==> src/rtl/regfile_mp_if.sv <==
// Bus bundle for regfile_mp: write port, clear request, packed read ports and status.
// The master drives the requests and the slave (the register file) drives the results.
interface regfile_mp_if #(
    parameter int DATA_W = 32,
    parameter int ADDR_W = 5,
    parameter int NREAD  = 3
);
    logic                    i_clr;
    logic                    i_wen;
    logic [ADDR_W-1:0]       i_wreg;
    logic [DATA_W-1:0]       i_wdata;
    logic [NREAD*ADDR_W-1:0] i_raddr;
    logic [NREAD*DATA_W-1:0] o_rdata;
    logic                    o_busy;
    logic                    o_wdrop;

    modport master (
        output i_clr, i_wen, i_wreg, i_wdata, i_raddr,
        input  o_rdata, o_busy, o_wdrop
    );

    modport slave (
        input  i_clr, i_wen, i_wreg, i_wdata, i_raddr,
        output o_rdata, o_busy, o_wdrop
    );
endinterface

==> src/rtl/regfile_mp.sv <==
// Multi-read-port register file. r0 is hardwired to zero, and the array is cleared by a one-entry-per-cycle sweep.
// Defining REGFILE_BYPASS_EN compiles in same-cycle write-to-read forwarding while the file is in IDLE.
module regfile_mp #(
    parameter int DATA_W = 32,
    parameter int ADDR_W = 5,
    parameter int NREAD  = 3
) (
    input logic         clk,
    input logic         rst_n,
    regfile_mp_if.slave bus
);
    localparam int DEPTH = 2 ** ADDR_W;
    localparam logic [0:0] ST_CLEAR = 1'b0;
    localparam logic [0:0] ST_IDLE  = 1'b1;

    logic [0:0]        state;
    logic [ADDR_W-1:0] ptr;
    logic              wdrop;
    logic              wr_nonzero;
    logic [DATA_W-1:0] mem [DEPTH];

    assign wr_nonzero = bus.i_wen && (bus.i_wreg != '0);

    always_ff @(posedge clk) begin
        if (!rst_n) begin
            state <= ST_CLEAR;
            ptr   <= '0;
            wdrop <= 1'b0;
        end else begin
            case (state)
                ST_CLEAR: begin
                    ptr   <= ptr + 1'b1;
                    wdrop <= wr_nonzero;
                    if (ptr == ADDR_W'(DEPTH - 1)) begin
                        state <= ST_IDLE;
                    end
                end
                default: begin
                    wdrop <= 1'b0;
                    if (bus.i_clr) begin
                        state <= ST_CLEAR;
                        ptr   <= '0;
                    end
                end
            endcase
        end
    end

    // The array has no reset of its own so it can map onto distributed RAM.
    always_ff @(posedge clk) begin
        if (rst_n) begin
            if (state == ST_CLEAR) begin
                mem[ptr] <= '0;
            end else if (wr_nonzero) begin
                mem[bus.i_wreg] <= bus.i_wdata;
            end
        end
    end

    assign bus.o_busy  = (state == ST_CLEAR);
    assign bus.o_wdrop = wdrop;

    logic [NREAD*DATA_W-1:0] rdata;

    always_comb begin
        rdata = '0;
        for (int k = 0; k < NREAD; k++) begin
            logic [ADDR_W-1:0] addr;
            addr = bus.i_raddr[k*ADDR_W +: ADDR_W];
            if ((state == ST_IDLE) && (addr != '0)) begin
`ifdef REGFILE_BYPASS_EN
                if (wr_nonzero && (bus.i_wreg == addr)) begin
                    rdata[k*DATA_W +: DATA_W] = bus.i_wdata;
                end else begin
                    rdata[k*DATA_W +: DATA_W] = mem[addr];
                end
`else
                rdata[k*DATA_W +: DATA_W] = mem[addr];
`endif
            end
        end
    end

    assign bus.o_rdata = rdata;
endmodule
==> src/flat_wrapper.sv <==
// flat-port wrapper written by rule: the top's interface ports become plain ports
module regfile_mp_flat 
#(
    parameter int DATA_W = 32,
    parameter int ADDR_W = 5,
    parameter int NREAD  = 3
)
  (clk, rst_n, bus_i_clr, bus_i_wen, bus_i_wreg, bus_i_wdata, bus_i_raddr, bus_o_rdata, bus_o_busy, bus_o_wdrop);
  regfile_mp_if #(.DATA_W(DATA_W), .ADDR_W(ADDR_W), .NREAD(NREAD)) bus_i ();
  input logic clk;
  input logic rst_n;
  input wire logic [$bits(bus_i.i_clr)-1:0] bus_i_clr;
  input wire logic [$bits(bus_i.i_wen)-1:0] bus_i_wen;
  input wire logic [$bits(bus_i.i_wreg)-1:0] bus_i_wreg;
  input wire logic [$bits(bus_i.i_wdata)-1:0] bus_i_wdata;
  input wire logic [$bits(bus_i.i_raddr)-1:0] bus_i_raddr;
  output wire logic [$bits(bus_i.o_rdata)-1:0] bus_o_rdata;
  output wire logic [$bits(bus_i.o_busy)-1:0] bus_o_busy;
  output wire logic [$bits(bus_i.o_wdrop)-1:0] bus_o_wdrop;
  assign bus_i.i_clr = bus_i_clr;
  assign bus_i.i_wen = bus_i_wen;
  assign bus_i.i_wreg = bus_i_wreg;
  assign bus_i.i_wdata = bus_i_wdata;
  assign bus_i.i_raddr = bus_i_raddr;
  assign bus_o_rdata = bus_i.o_rdata;
  assign bus_o_busy = bus_i.o_busy;
  assign bus_o_wdrop = bus_i.o_wdrop;
  regfile_mp #(.DATA_W(DATA_W), .ADDR_W(ADDR_W), .NREAD(NREAD)) u_core (.clk(clk), .rst_n(rst_n), .bus(bus_i));
endmodule
==> config.mk <==
export PLATFORM = sky130hd
export DESIGN_NAME = regfile_mp_flat
export DESIGN_NICKNAME = d
export VERILOG_FILES = /design/src/rtl/regfile_mp_if.sv /design/src/rtl/regfile_mp.sv /design/src/flat_wrapper.sv
export SDC_FILE = /design/constraint.sdc
export NUM_CORES = 1
export LEC_CHECK = 0
export CORE_UTILIZATION = 59
export CTS_CLUSTER_SIZE = 10
export DETAILED_ROUTE_END_ITERATION = 12
export PLACE_DENSITY = 0.88
export SLEW_MARGIN = 25
export SYNTH_ARGS = -nofsm -noshare
export SYNTH_HDL_FRONTEND = slang
export SYNTH_SLANG_ARGS = --single-unit
==> constraint.sdc <==
create_clock -name clk -period 10.1 [get_ports clk]
set_clock_uncertainty 0.15 [all_clocks]
set_input_delay 3.03 -clock clk [delete_from_list [all_inputs] [get_ports clk]]
set_output_delay 3.03 -clock clk [all_outputs]
set_load 0.05 [all_outputs]
Yosys cells after proc, flatten, opt, wreduce, memory -nomap -nowiden
Memory sizes are Yosys's and may differ from the RTL's.
Index checks and enable logic that the tools add are counted.
{"block": "word_totals", "regBits": 7, "mem_bits_rw": 1024, "in_bits": 56, "output_inout_bits": 98, "word_cells": 37, "mem_count": 1}
{"block": "op_classes", "addsub": 1, "eq_ne": 2, "muxes": 18, "bitwise": 2, "n_reduce_logical": 10}
{"memory": "u_core.mem", "words": 32, "width": 32, "read_ports": 3, "rd_clocked_by_memory_dff": 0, "wr": 1, "line": "regfile_mp.sv:20", "source": "logic [DATA_W-1:0] mem [DEPTH];"}
{"op": "$mux 32", "n": 4}
{"op": "$reduce_or 32->1", "n": 1}
{"op": "$reduce_bool 5->1", "n": 4}
{"op": "$mux 5", "n": 3}
{"op": "$mux 1", "n": 11}
{"op": "$add 5x1->5 const B", "n": 1}
{"op": "$eq 5x5->1 const B", "n": 1}
{"op": "$logic_and 1x1->1", "n": 4}
{"op": "$ne 2x2->1 const B", "n": 1}
{"op": "$not 1->1", "n": 2}
{"op": "$reduce_or 2->1", "n": 1}

Longest topological paths before layout
{"block": "depth", "ltp_word": 8, "mapped_depth": 10, "mapped_depth_nobuf": 5}

Least setup slack after synthesis
OpenSTA, ideal clock, no wires.
{"block": "synth_timing", "path_type": "input -> output", "start": "input bus_i_raddr[12]", "end": "output bus_o_rdata[65]", "arrival_ps": 6538, "required_time_ps": 6920, "slack_ps": 382, "stages": 6, "path_buffers": 3, "cell_sequence": "buf_2 -> buf_2 -> buf_1 -> mux4_2 -> mux2i_1 -> a2111oi_0"}
{"block": "synth_between", "elab_chain_len": 3, "word_cells_on_any_way": 4, "classes_between": "mux (1); reduce/logical (2); memory (1)"}
{"element": "start, declared", "line": "flat_wrapper.sv:16", "source": "input wire logic [$bits(bus_i.i_raddr)-1:0] bus_i_raddr;"}
{"element": "parallel branches: the longest is 2 deep, another holds $mem_v2 32x32"}
{"element": "$mux 32 *", "line": "regfile_mp.sv:70", "source": "if ((state == ST_IDLE) && (addr != '0)) begin"}
{"element": "end, declared", "line": "flat_wrapper.sv:17", "source": "output wire logic [$bits(bus_i.o_rdata)-1:0] bus_o_rdata;"}
Mark *: on every way between the ends.

Worst setup path after layout
{"block": "layout_timing", "start": "input bus_i_raddr[13]", "end": "output bus_o_rdata[92]"}
Same word-level chain as after synthesis.

==> results.cfg <==
[route]
detail_route.iter0.violations = 7358
vias_per_cell = 8.80
postRouteAntennaNets = 0
dr_total_vias = 37700
drcViolationCount = 0
drt_pass1_iterations = 8
routed_wl_um = 191000
detail_route.wl_per_cell_um = 44.5

[synth]
netlist_instances = 2892
yosys.area.top_type_share = 0.551
ys_top_cells_by_count = 1024 x edfxtp_1, 716 x mux4_2, 374 x mux2i_1, 151 x clkbuf_1, 88 x o221ai_1
ys_async_sr_fraction = 0
ys_seq_area_frac = 0.554
yosys_warnings = 0
synth.avg_cell_area_sq_um = 19.3
postSynth.topFlopCell = edfxtp_1
synth_enable_flop_cells = 1024
ys_types = 51
synth_top_cells_by_area = edfxtp_1 55%, mux4_2 29%, mux2i_1 6.7%
post-synth-top-area-cell = edfxtp_1
synth_area_sq_mm = 0.0558
postSynthRegisterBits = 1031
yosys.cell_count.top_type = edfxtp_1
synth_fp_nets = 2950

[final_layout]
multi_input_area_sq_mm = 0.0239
postLayoutCellArea_sq_mm = 0.0626
area_growth_syn_to_layout_pct = 12.2
layout.cells.non_filler = 4288
drive_above_1_share = 0.373
regArea_sq_mm = 0.0309
finish.net_count = 3065
number_of_inserted_filler_cells_in_the_final_layout = 5503

[global_routing]
grt_remaining_overflow = 0
grt_first_pass_wirelength_um = 271000
grt_most_used_layer = met2
gr_util_met2 = 0.577
gr-usage-met1 = 0.489
global_route.usage.met3 = 0.183
gr-usage-all-layers = 0.403
grt_antenna_before_repair = 14
grt_max_degree = 116
via_count_of_the_first_global_routing_pass = 38200

[placement]
total_instance_count_after_detailed_placement = 4145
gp_routability_congestion = 0.911
detailedPlacementHpwl_um = 107000
placed_cell_area_sq_mm = 0.0595
numPortBuffers = 153

[floorplan]
rows = 112
die_w_um = 310
core_region_area_sq_mm = 0.0935
floorplan.initialDensity = 0.597
fp.dieArea_sq_mm = 0.0958
floorplan.die.height_um = 310
design.portCount = 154

[clock_tree]
cts_made_buffers = 113
cts_num_sinks = 1031
post_cts_hold_buffer_count = 0
cts_setup_buffers = 0
cts_buffer_depth = 3
tritoncts = built
clk_pin_slew_ns = 0.05
cts_root_buf = clkbuf_16
insertion_delay_ns = 0.69
htree_num_levels = 3
cts_resized = 0

[timing]
hold_viol = 0
hold_ws_ns = 0.512
totalNegativeSetupSlack_ns = 0
max_slew_margin = 0.179
count_of_endpoints_failing_setup_in_the_final_report = 0
timing.final.crit_period_ns = 9.77
period_share = 0.967
timing_max_transition_violations_final = 0
grt_setup_unrepaired = no
maximum_clock_frequency_mhz = 102
timing_worst_slew_pin_value_ns = 1.20

[critical_path]
worst_r2r_path_depth = 5
critPathKind = in -> out
timing.critical_path.arrival_ns = 6.59
timing.critical_path.required_ns = 6.92
setup.worst_path.start_class = input port
rrSetupSlack_ns = 6.20
reg2reg_from = u_core.state
worst-path-max-fanout = 13
end_kind = output port
worstReg2RegEnd = u_core.mem[22][8]

[hold_path]
timing.hold.worst_endpoint = u_core.ptr[3]
hold_crit_start = u_core.ptr[3]
timing.hold.worst.class = reg -> reg
worstHoldPathCells = 2

[pwr]
worst_ir_drop_on_vdd_v = 0.000199
p_switching_w = 0.00203
internal-power_w = 0.00699
power_density_mw_per_mm2 = 144
power.leakage_nw = 22.0
combinationalPowerShare = 0.078
power_frac_seq = 0.519
clock_power_share = 0.404
netSwitchingFraction = 0.225

[flow_run]
cap_viol_max_count = 0

[outcome]
status = completed
state kept, by name, indices dropped and copies added, names as in the netlist:
signal,count
u_core.bus.o_wdrop,1
u_core.ptr,5
u_core.state,1
u_core.mem,1024
power by group through the flow:
stage | Sequential, W | Combinational (W) | Clock (W)
final | 0.00468 | 0.000701 | 0.00364
after global routing | 0.00468 | 0.000711 | 0.00374
after CTS | 0.00468 | 0.000678 | 0.00361
after detailed placement | 0.00476 | 0.000673 | 0
after global placement | 0.00476 | 0.000656 | 0
after floorplan | 0.00476 | 0.000474 | 0
area by class of cell:
class,count,area share
diodes,7,0.000280
clock buffers,131,0.0476
clock inverters,4,0.000400
inverters,3,0.000180
multi-input cells,1575,0.382
flip-flops and latches,1031,0.493
well taps,1254,0.0251
repair buffers,283,0.0505
routing by layer:
layer / vias up / share of wire
li1: 13200 / -
met1: 18500 / 0.29
met5: - / 0.0011
met3: 1273 / 0.19
met4: 18 / 0.091
met2: 4786 / 0.43
worst max-delay path by stage:
| stage | startpoint | depth (start not counted) | slack (ns) | end |
|---|---|---|---|---|
| floorplan | bus_i_raddr[12] | 6 | 0.38 | bus_o_rdata[65] |
| global placement | bus_i_raddr[8] | 5 | 0.64 | bus_o_rdata[49] |
| detailed placement | bus_i_raddr[13] | 8 | 0.57 | bus_o_rdata[81] |
| CTS | bus_i_raddr[13] | 8 | 0.53 | bus_o_rdata[84] |
| global route | bus_i_raddr[13] | 8 | 0.36 | bus_o_rdata[84] |
| finish | bus_i_raddr[13] | 8 | 0.33 | bus_o_rdata[92] |
kinds of logic (layout without fill, tap and decap cells):
logic type	Yosys count	count (layout)	share of synthesized area
compound gates	319	319	0.0475
fa+ha+maj	2	2	0.000448
other cells	0	7	0
buf+inv	286	421	0.0236
simple gates	151	151	0.0156
flops	1031	1031	0.554
mux	1103	1103	0.359
stage by stage:
stage / power [W] / worst slack [ns] / utilization
finish: 0.00902 / 0.333 / 0.670
global route: 0.00913 / 0.360 / 0.670
CTS: 0.00896 / 0.534 / 0.668
detailed placement: 0.00544 / 0.565 / 0.636
global placement: 0.00542 / 0.635 / 0.636
floorplan: 0.00523 / 0.382 / -
critical path: stages:
cell and delay, ns:
clkdlybuf4s50_1 0.74, buf_4 0.39, or3b_2 0.73, buf_4 0.33, o22ai_1 0.13, a2111oi_0 0.10, nor3_1 0.79, buf_4 0.34
layout by cell type, fill, tap and decap left out, types with 7 or more instances in the layout:
cell type        synthesis  final
a2111oi_0               28     27
a211oi_1                30     29
a21oi_1                  7      7
a22o_1                  48     48
and2_1                  34     18
and2_2                   0     16
buf_12                   0     64
buf_4                   18    138
buf_8                    0      7
clkbuf_1               151     14
clkbuf_16                0    117
clkdlybuf4s50_1          0     71
dfxtp_1                  7      7
diode_2                  0      7
edfxtp_1              1024   1024
mux2_2                   9      9
mux2i_1                374    372
mux4_2                 716    716
nand2_1                 12     12
nor2_1                   9      8
nor2b_1                 16     14
nor3_1                  26     25
nor4_2                   0     27
o221ai_1                88     87
o22a_1                  64     64
o22ai_1                 24     24
No activity file was read; power rests on OpenSTA's default activity.
